===== src/rtl/uart_baud_gen_frac.sv =====
// Fractional UART baud generator: produces oversample, mid-bit and bit ticks.
// New divisor/OSR settings wait in a shadow register until a bit boundary, or are taken at once while idle.
module uart_baud_gen_frac #(
  parameter int DIV_W    = 16,
  parameter int FRAC_W   = 4,
  parameter int DEF_DIV  = 3,
  parameter int DEF_FRAC = 0,
  parameter int DEF_OSR  = 0
) (
  input  logic              clk,
  input  logic              rst,
  input  logic              en,
  input  logic              restart,
  input  logic              cfg_load,
  input  logic [DIV_W-1:0]  div_int,
  input  logic [FRAC_W-1:0] div_frac,
  input  logic [1:0]        osr_sel,
  output logic              cfg_pending,
  output logic              os_tick,
  output logic              mid_tick,
  output logic              bit_tick
);

  logic [DIV_W-1:0]  act_div, sh_div;
  logic [FRAC_W-1:0] act_frac, sh_frac;
  logic [1:0]        act_osr, sh_osr;

  logic [DIV_W-1:0]  cnt;
  logic [3:0]        os_cnt;
  logic [FRAC_W-1:0] acc;
  logic              cur_carry;

  logic [DIV_W-1:0]  div_m1;
  logic [FRAC_W:0]   sum;
  logic              carry_now;
  logic [DIV_W:0]    len_m1;
  logic              interval_end;
  logic [3:0]        osr_last, osr_mid;
  logic              bit_last;
  logic              bit_now;
  logic              apply;

  // The carry for an interval is decided on its first cycle and held for the rest of it.
  always_comb begin
    div_m1       = (act_div == '0) ? '0 : act_div - DIV_W'(1);
    sum          = {1'b0, acc} + {1'b0, act_frac};
    carry_now    = (cnt == '0) ? sum[FRAC_W] : cur_carry;
    len_m1       = {1'b0, div_m1} + {{DIV_W{1'b0}}, carry_now};
    interval_end = ({1'b0, cnt} == len_m1);
    case (act_osr)
      2'd1:    begin osr_last = 4'd7; osr_mid = 4'd3; end
      2'd2:    begin osr_last = 4'd3; osr_mid = 4'd1; end
      default: begin osr_last = 4'd15; osr_mid = 4'd7; end
    endcase
    bit_last = (os_cnt >= osr_last);
    bit_now  = en && interval_end && bit_last;
    apply    = cfg_pending && (bit_now || !en);
  end

  always_ff @(posedge clk) begin
    if (rst) begin
      act_div     <= DIV_W'(DEF_DIV);
      act_frac    <= FRAC_W'(DEF_FRAC);
      act_osr     <= 2'(DEF_OSR);
      sh_div      <= DIV_W'(DEF_DIV);
      sh_frac     <= FRAC_W'(DEF_FRAC);
      sh_osr      <= 2'(DEF_OSR);
      cfg_pending <= 1'b0;
      cnt         <= '0;
      os_cnt      <= '0;
      acc         <= '0;
      cur_carry   <= 1'b0;
      os_tick     <= 1'b0;
      mid_tick    <= 1'b0;
      bit_tick    <= 1'b0;
    end else if (restart) begin
      cnt       <= '0;
      os_cnt    <= '0;
      acc       <= '0;
      cur_carry <= 1'b0;
      os_tick   <= 1'b0;
      mid_tick  <= 1'b0;
      bit_tick  <= 1'b0;
      if (cfg_load) begin
        act_div     <= div_int;
        act_frac    <= div_frac;
        act_osr     <= osr_sel;
        sh_div      <= div_int;
        sh_frac     <= div_frac;
        sh_osr      <= osr_sel;
        cfg_pending <= 1'b0;
      end else if (cfg_pending) begin
        act_div     <= sh_div;
        act_frac    <= sh_frac;
        act_osr     <= sh_osr;
        cfg_pending <= 1'b0;
      end
    end else begin
      os_tick  <= 1'b0;
      mid_tick <= 1'b0;
      bit_tick <= 1'b0;
      if (en) begin
        if (cnt == '0) begin
          acc       <= sum[FRAC_W-1:0];
          cur_carry <= sum[FRAC_W];
        end
        if (interval_end) begin
          cnt      <= '0;
          os_tick  <= 1'b1;
          mid_tick <= (os_cnt == osr_mid);
          bit_tick <= bit_last;
          os_cnt   <= bit_last ? 4'd0 : os_cnt + 4'd1;
        end else begin
          cnt <= cnt + DIV_W'(1);
        end
      end
      // Apply overrides the accumulator update so the new config starts with no carry.
      if (apply) begin
        act_div     <= sh_div;
        act_frac    <= sh_frac;
        act_osr     <= sh_osr;
        acc         <= '0;
        cfg_pending <= 1'b0;
      end
      if (cfg_load) begin
        sh_div      <= div_int;
        sh_frac     <= div_frac;
        sh_osr      <= osr_sel;
        cfg_pending <= 1'b1;
      end
    end
  end

endmodule


===== config.mk =====
export PLATFORM = sky130hd
export DESIGN_NAME = uart_baud_gen_frac
export DESIGN_NICKNAME = d
export VERILOG_FILES = /design/src/rtl/uart_baud_gen_frac.sv
export SDC_FILE = /design/constraint.sdc
export NUM_CORES = 1
export LEC_CHECK = 0
export CAP_MARGIN = 15
export CORE_MARGIN = 5
export CORE_UTILIZATION = 30
export DETAILED_ROUTE_END_ITERATION = 8
export GPL_ROUTABILITY_DRIVEN = 1
export PLACE_DENSITY = 0.47
export RECOVER_POWER = 25
export SYNTH_ARGS = -nofsm -noshare
export SYNTH_HDL_FRONTEND = slang
export SYNTH_SLANG_ARGS = --single-unit

===== constraint.sdc =====
create_clock -name clk -period 6.4 [get_ports clk]
set_input_delay 0.64 -clock clk [delete_from_list [all_inputs] [get_ports clk]]
set_output_delay 0.64 -clock clk [all_outputs]
set_load 0.02 [all_outputs]

# Yosys cells after proc, flatten, opt, wreduce, memory -nomap -nowiden

Index checks and enable logic that the tools add are counted.

Add/sub/neg operators: 5
Multipliers: 0
Div/mod/pow operators: 0
Order comparisons: 1
Equal/unequal tests: 5
Shift-type cells: 0
Multiplexer cells: 21
Bitwise operators: 2
Reductions and logical operators: 16

Operator list:

| kind                                                                     | number |
|---|---|
| 16-bit two-way mux                                                       | 6 |
| 16-bit logical NOT                                                       | 2 |
| 4-bit two-way mux                                                        | 5 |
| 16-bit by 1-bit adder with 17-bit output                                 | 1 |
| 16-bit by 17-bit == test with 1-bit output                               | 1 |
| 16-bit by 1-bit adder with 16-bit output (second input constant)         | 1 |
| 16-bit by 1-bit subtractor with 16-bit output (second input constant)    | 1 |
| 2-bit two-way mux                                                        | 4 |
| 4-bit case mux with 2 select lines                                       | 1 |
| 3-bit case mux with 2 select lines                                       | 1 |
| 2-bit AND reduction                                                      | 3 |
| 3-bit OR reduction                                                       | 2 |
| 4-bit by 4-bit adder with 5-bit output                                   | 1 |
| 4-bit by 1-bit adder with 4-bit output (second input constant)           | 1 |
| 4-bit == test                                                            | 1 |
| 4-bit greater-or-equal comparator                                        | 1 |
| 1-bit two-way mux                                                        | 4 |
| 2-bit nonzero test                                                       | 2 |
| 4-bit OR reduction                                                       | 1 |
| 1-bit logical AND                                                        | 3 |
| 3-bit by 1-bit inequality test with 1-bit output (second input constant) | 1 |
| 2-bit by 1-bit == test with 1-bit output (second input constant)         | 1 |
| 2-bit == test (second input constant)                                    | 1 |
| 1-bit NOT                                                                | 2 |
| 3 further kinds                                                          | 3 |

Register bits after elaboration: 73
Latch bits: 0
RAM bits: 0
Bits in read-only memories: 0
Input bits: 27
Output and inout bits: 4
Logic and storage cells: 64
Memories: 0

# Depth between registers and ports, before layout

Word-level depth: 10
Depth in mapped cells: 20
Gate-level depth less buffers: 16

# Worst setup path before layout

No wires, ideal clock.

Kind: flip-flop to flip-flop
Start point: reg act_div[0]
End point: reg os_cnt[1]
Setup time: 0.071 ns
Arrival: 4.086 ns
Required time: 6.329 ns
Setup slack: 2.243 ns
Cell stages (with the launch flop): 19
Path buffers: 4
Clock period less this slack: 4.157 ns
Path through: dfxtp_1 clkbuf_1 inv_1 ha_1 or4b_2 clkbuf_1 nor4_1 nor2_1 ha_1 ha_1 o221a_2 and2_0 clkbuf_1 and4_1 o31a_1 or3_1 buf_1 or4_1 a21oi_1

Cells in the longest elaborated chain, start to end: 5
Elaborated cells between the ends (all ways): 6
Those cells by class: 2 x add/sub; 1 x eq/ne; 1 x mux; 2 x reduce/logical

RTL lines:

| element                                                                                    | RTL line | source |
|---|---|---|
| start: declaration                                                                         | 24       | `logic [DIV_W-1:0] act_div, sh_div;` |
| start signal: assignment                                                                   | 62       | `act_div <= DIV_W'(DEF_DIV);` |
| start signal: assignment                                                                   | 85       | `act_div <= div_int;` |
| start signal: assignment                                                                   | 93       | `act_div <= sh_div;` |
| 16-bit by 1-bit subtractor with 16-bit output / 16-bit logical NOT (equally long branches) | 45       | `div_m1 = (act_div == '0) ? '0 : act_div - DIV_W'(1);` |
| 16-bit two-way mux (*)                                                                     | 45       |  |
| 16-bit by 1-bit adder with 17-bit output (*)                                               | 48       | `len_m1 = {1'b0, div_m1} + {{DIV_W{1'b0}}, carry_now};` |
| 16-bit by 17-bit == test with 1-bit output (*)                                             | 49       | `interval_end = ({1'b0, cnt} == len_m1);` |
| 2-bit AND reduction (no line) (*)                                                          | n/a      |  |
| end signal: assignment                                                                     | 112      | `os_cnt <= bit_last ? 4'd0 : os_cnt + 4'd1;` |
| end: declaration                                                                           | 29       | `logic [3:0] os_cnt;` |

Mark *: on every way between the ends. The rest lies on a longest branch, timed or not.
A chain may end at the register's enable or synchronous reset.

# Worst setup path in the final report

Start point: reg act_div[0]
End point: reg os_cnt[2]

The elaborated chain is that of the path after synthesis.

==> impl_metrics.ini <==
[cells_and_area]
finalInstanceArea_sq_mm = 0.006196
final_common_cell = nor2_1
final_cell_mix = nor2_1 (94), dfxtp_1 (73), mux2i_1 (49), o31ai_1 (37), nand4_1 (34)
area_growth_pct = 12.42
fin_nets = 719
antenna_cells = 0
seqCellArea_sq_mm = 0.001461
multi_input_area_sq_mm = 0.003732
nFillCells = 1924
drive_above_1_share = 0.06012

[setup_path]
critical-path-max-stage-delay_ns = 0.97
worstPathArrival_ns = 5.43
path_cells = inv_1 -> ha_1 -> or4b_2 -> nor4_1 -> nor2_1 -> ha_1 -> nand2b_1 -> a211oi_1 -> o21ai_0 -> nand3b_1 -> or4_1 -> o21ai_2 -> and3_1 -> nand3_1 -> o31ai_1
path_max_fanout = 24
end_kind = flip-flop
crit_buf_inv = 1
start_kind = flip-flop
timing_worst_setup_path_type = reg -> reg
cp_common_cell = ha_1
cp_slowest_cell = and3_1
required_ns = 6.64
crit_family = simple AND/OR/NAND/NOR gates

[route]
drt-initial-drc-count = 518
vias = 5314
drc = 0
wl_per_cell_um = 18.53
firstDrtPassIters = 5
antenna_left = 0
wl_um = 16880
viasPerCell = 5.833

[flow_run]
maxCapViolCount = 1

[place]
io_buffers = 30
hpwlAfterDp_um = 11720
pre_cts_slack_ns = 1.309
place.gp.congestion = 0.9022
place_area_sq_mm = 0.005881

[pwr]
power_density_mw_per_mm2 = 202.6
peakVddDrop_v = 0.0001128
total_leakage_power_nw = 2.371

[cts]
clk_latency_ns = 0.34
cts_buffers = 9
cts_tree = built
cts_sinks = 73
ctsHoldBuffers = 0
h-tree-depth = 3
path_clk_slew_ns = 0.06
cts_setup_buffers = 0
root_buffer = clkbuf_16
cts_buffer_depth = 2
cts_resized = 0

[yosys]
synth_cells = 694
syn_area_sq_mm = 0.005512
synth-async-reset-ratio = 0
ys_ff_latch = 73
yosysSeqAreaShare = 0.2652
syn_nets = 736
syn-mean-instance-area_sq_um = 7.942
synth_edf_count = 0
synthFlopType = dfxtp_1
ys_types = 66
yosys_warnings = 0

[die]
core.rowCount = 49
io_pins = 31
core_sq_mm = 0.01802
die_area_sq_mm = 0.02118
fp.dieH_um = 145.5
start_util = 0.3058
dieWidth_um = 145.5

[timing]
setup_violations = 0
final-hold-violation-count = 0
max_slew_margin = -0.2194
fin_worst_skew_ns = 0.008359
fmax_ghz = 0.1929
rsz0062_at_grt = false
setup_slack_ns = 1.215
slew_violations = 26
layout_min_cycle_time_ns = 5.185
tns_ns = 0
worstMarginPinSlew_ns = 1.829
hold_ws_ns = 0.4829
period_share = 0.8101

[global_route]
grt_start_max_net_pins = 53
grt_pass1_vias = 5103
grt_overflow = 0
grt_usage = 0.1552
grt_pass1_wl_um = 27110
antenna_found_initial = 0

[worst_hold_path]
hp-class = reg -> reg

[outcome]
violations = max-capacitance violations, max-slew violations
status = finished, violations left
[synthesized netlist by cell type, types with 6 or more instances]
master     n  area, sq um
nor2_1    94        352.8
dfxtp_1   73         1461
clkbuf_1  49        183.9
mux2i_1   49        490.5
o31ai_1   37        277.8
nand4_1   34        212.7
nand3_1   30        150.1
nor3b_1   21        157.7
a31oi_1   20        125.1
nand2_1   20        75.07
xnor2_1   20        175.2
inv_1     18        67.56
nor3_1    18        90.09
xor2_1    17        148.9
ha_1      14        175.2
a21oi_1   12        60.06
o21ai_0   12        60.06
or3_1     12        75.07
and3_1    10        62.56
nor4_1     9        56.30
or4_1      9        67.56
a211oi_1   7        52.55
buf_1      6        22.52
buf_2      6        30.03
nor4b_1    6        52.55
o311ai_0   6        52.55
or2_2      6        37.54
[area by class of cell]
cell class / count / share of cell area
clock buffer: 10 / 0.03695
clock inverter: 6 / 0.01454
inverter: 18 / 0.01090
multi-input combinational: 540 / 0.6024
sequential: 73 / 0.2359
tap: 229 / 0.04624
timing repair buffer: 35 / 0.05311
[worst reg2reg max path, cell delays in order (launching register included)]
cell	delay [ns]
dfxtp_1	0.56
inv_1	0.12
ha_1	0.25
or4b_2	0.28
nor4_1	0.10
nor2_1	0.13
ha_1	0.19
nand2b_1	0.12
a211oi_1	0.19
o21ai_0	0.19
nand3b_1	0.42
or4_1	0.62
o21ai_2	0.24
and3_1	0.97
nand3_1	0.36
o31ai_1	0.33
[registers in the layout, indices dropped and copies added, names as in the netlist]
signal,cells
os_tick,1
cfg_pending,1
mid_tick,1
bit_tick,1
acc,4
act_frac,4
cur_carry,1
cnt,16
os_cnt,4
act_div,16
sh_div,16
sh_frac,4
act_osr,2
sh_osr,2
[per-stage QoR]
step | utilization | total power, mW | instances
after floorplan | - | 0.6480 | 694
after global placement | 0.3263 | 0.7104 | 895
after detailed placement | 0.3263 | 0.7138 | 895
after CTS | 0.3440 | 1.267 | 911
after global routing | 0.3437 | 1.310 | 911
final | 0.3437 | 1.255 | 911
[final timing paths]
| check | cells past startpoint | end | slack, ns | from |
|---|---|---|---|---|
| hold reg to reg | 2 | sh_div[1] | 0.48 | sh_div[1] |
| setup reg to reg | 15 | os_cnt[2] | 1.22 | act_div[0] |
| hold / removal | 2 | sh_div[1] | 0.48 | sh_div[1] |
| setup / recovery | 15 | os_cnt[2] | 1.22 | act_div[0] |
[layer usage]
layer,share of wire,vias up,GRT usage
met5,0,-,0
li1,-,2584,-
met3,0.044,21,0.01962
met1,0.47,2538,0.2115
met4,0.025,0,0.06670
met2,0.46,171,0.2470
[cells by family after synthesis]
family,count (synthesis),synth area share
AND/OR/NAND/NOR,294,0.2888
AO/OA/AOI/OAI,143,0.1982
buffers and inverters,81,0.05857
flip-flops,73,0.2652
multiplexers,50,0.09103
XOR/XNOR,38,0.06288
adder cells (fa/ha/maj),15,0.03541
[power by group]
| group | switching (mW) | internal [mW] |
|---|---|---|
| Combinational | 0.134 | 0.0777 |
| Clock | 0.206 | 0.343 |
| Sequential | 0.0234 | 0.471 |
Power figures use the tool's default switching activity.
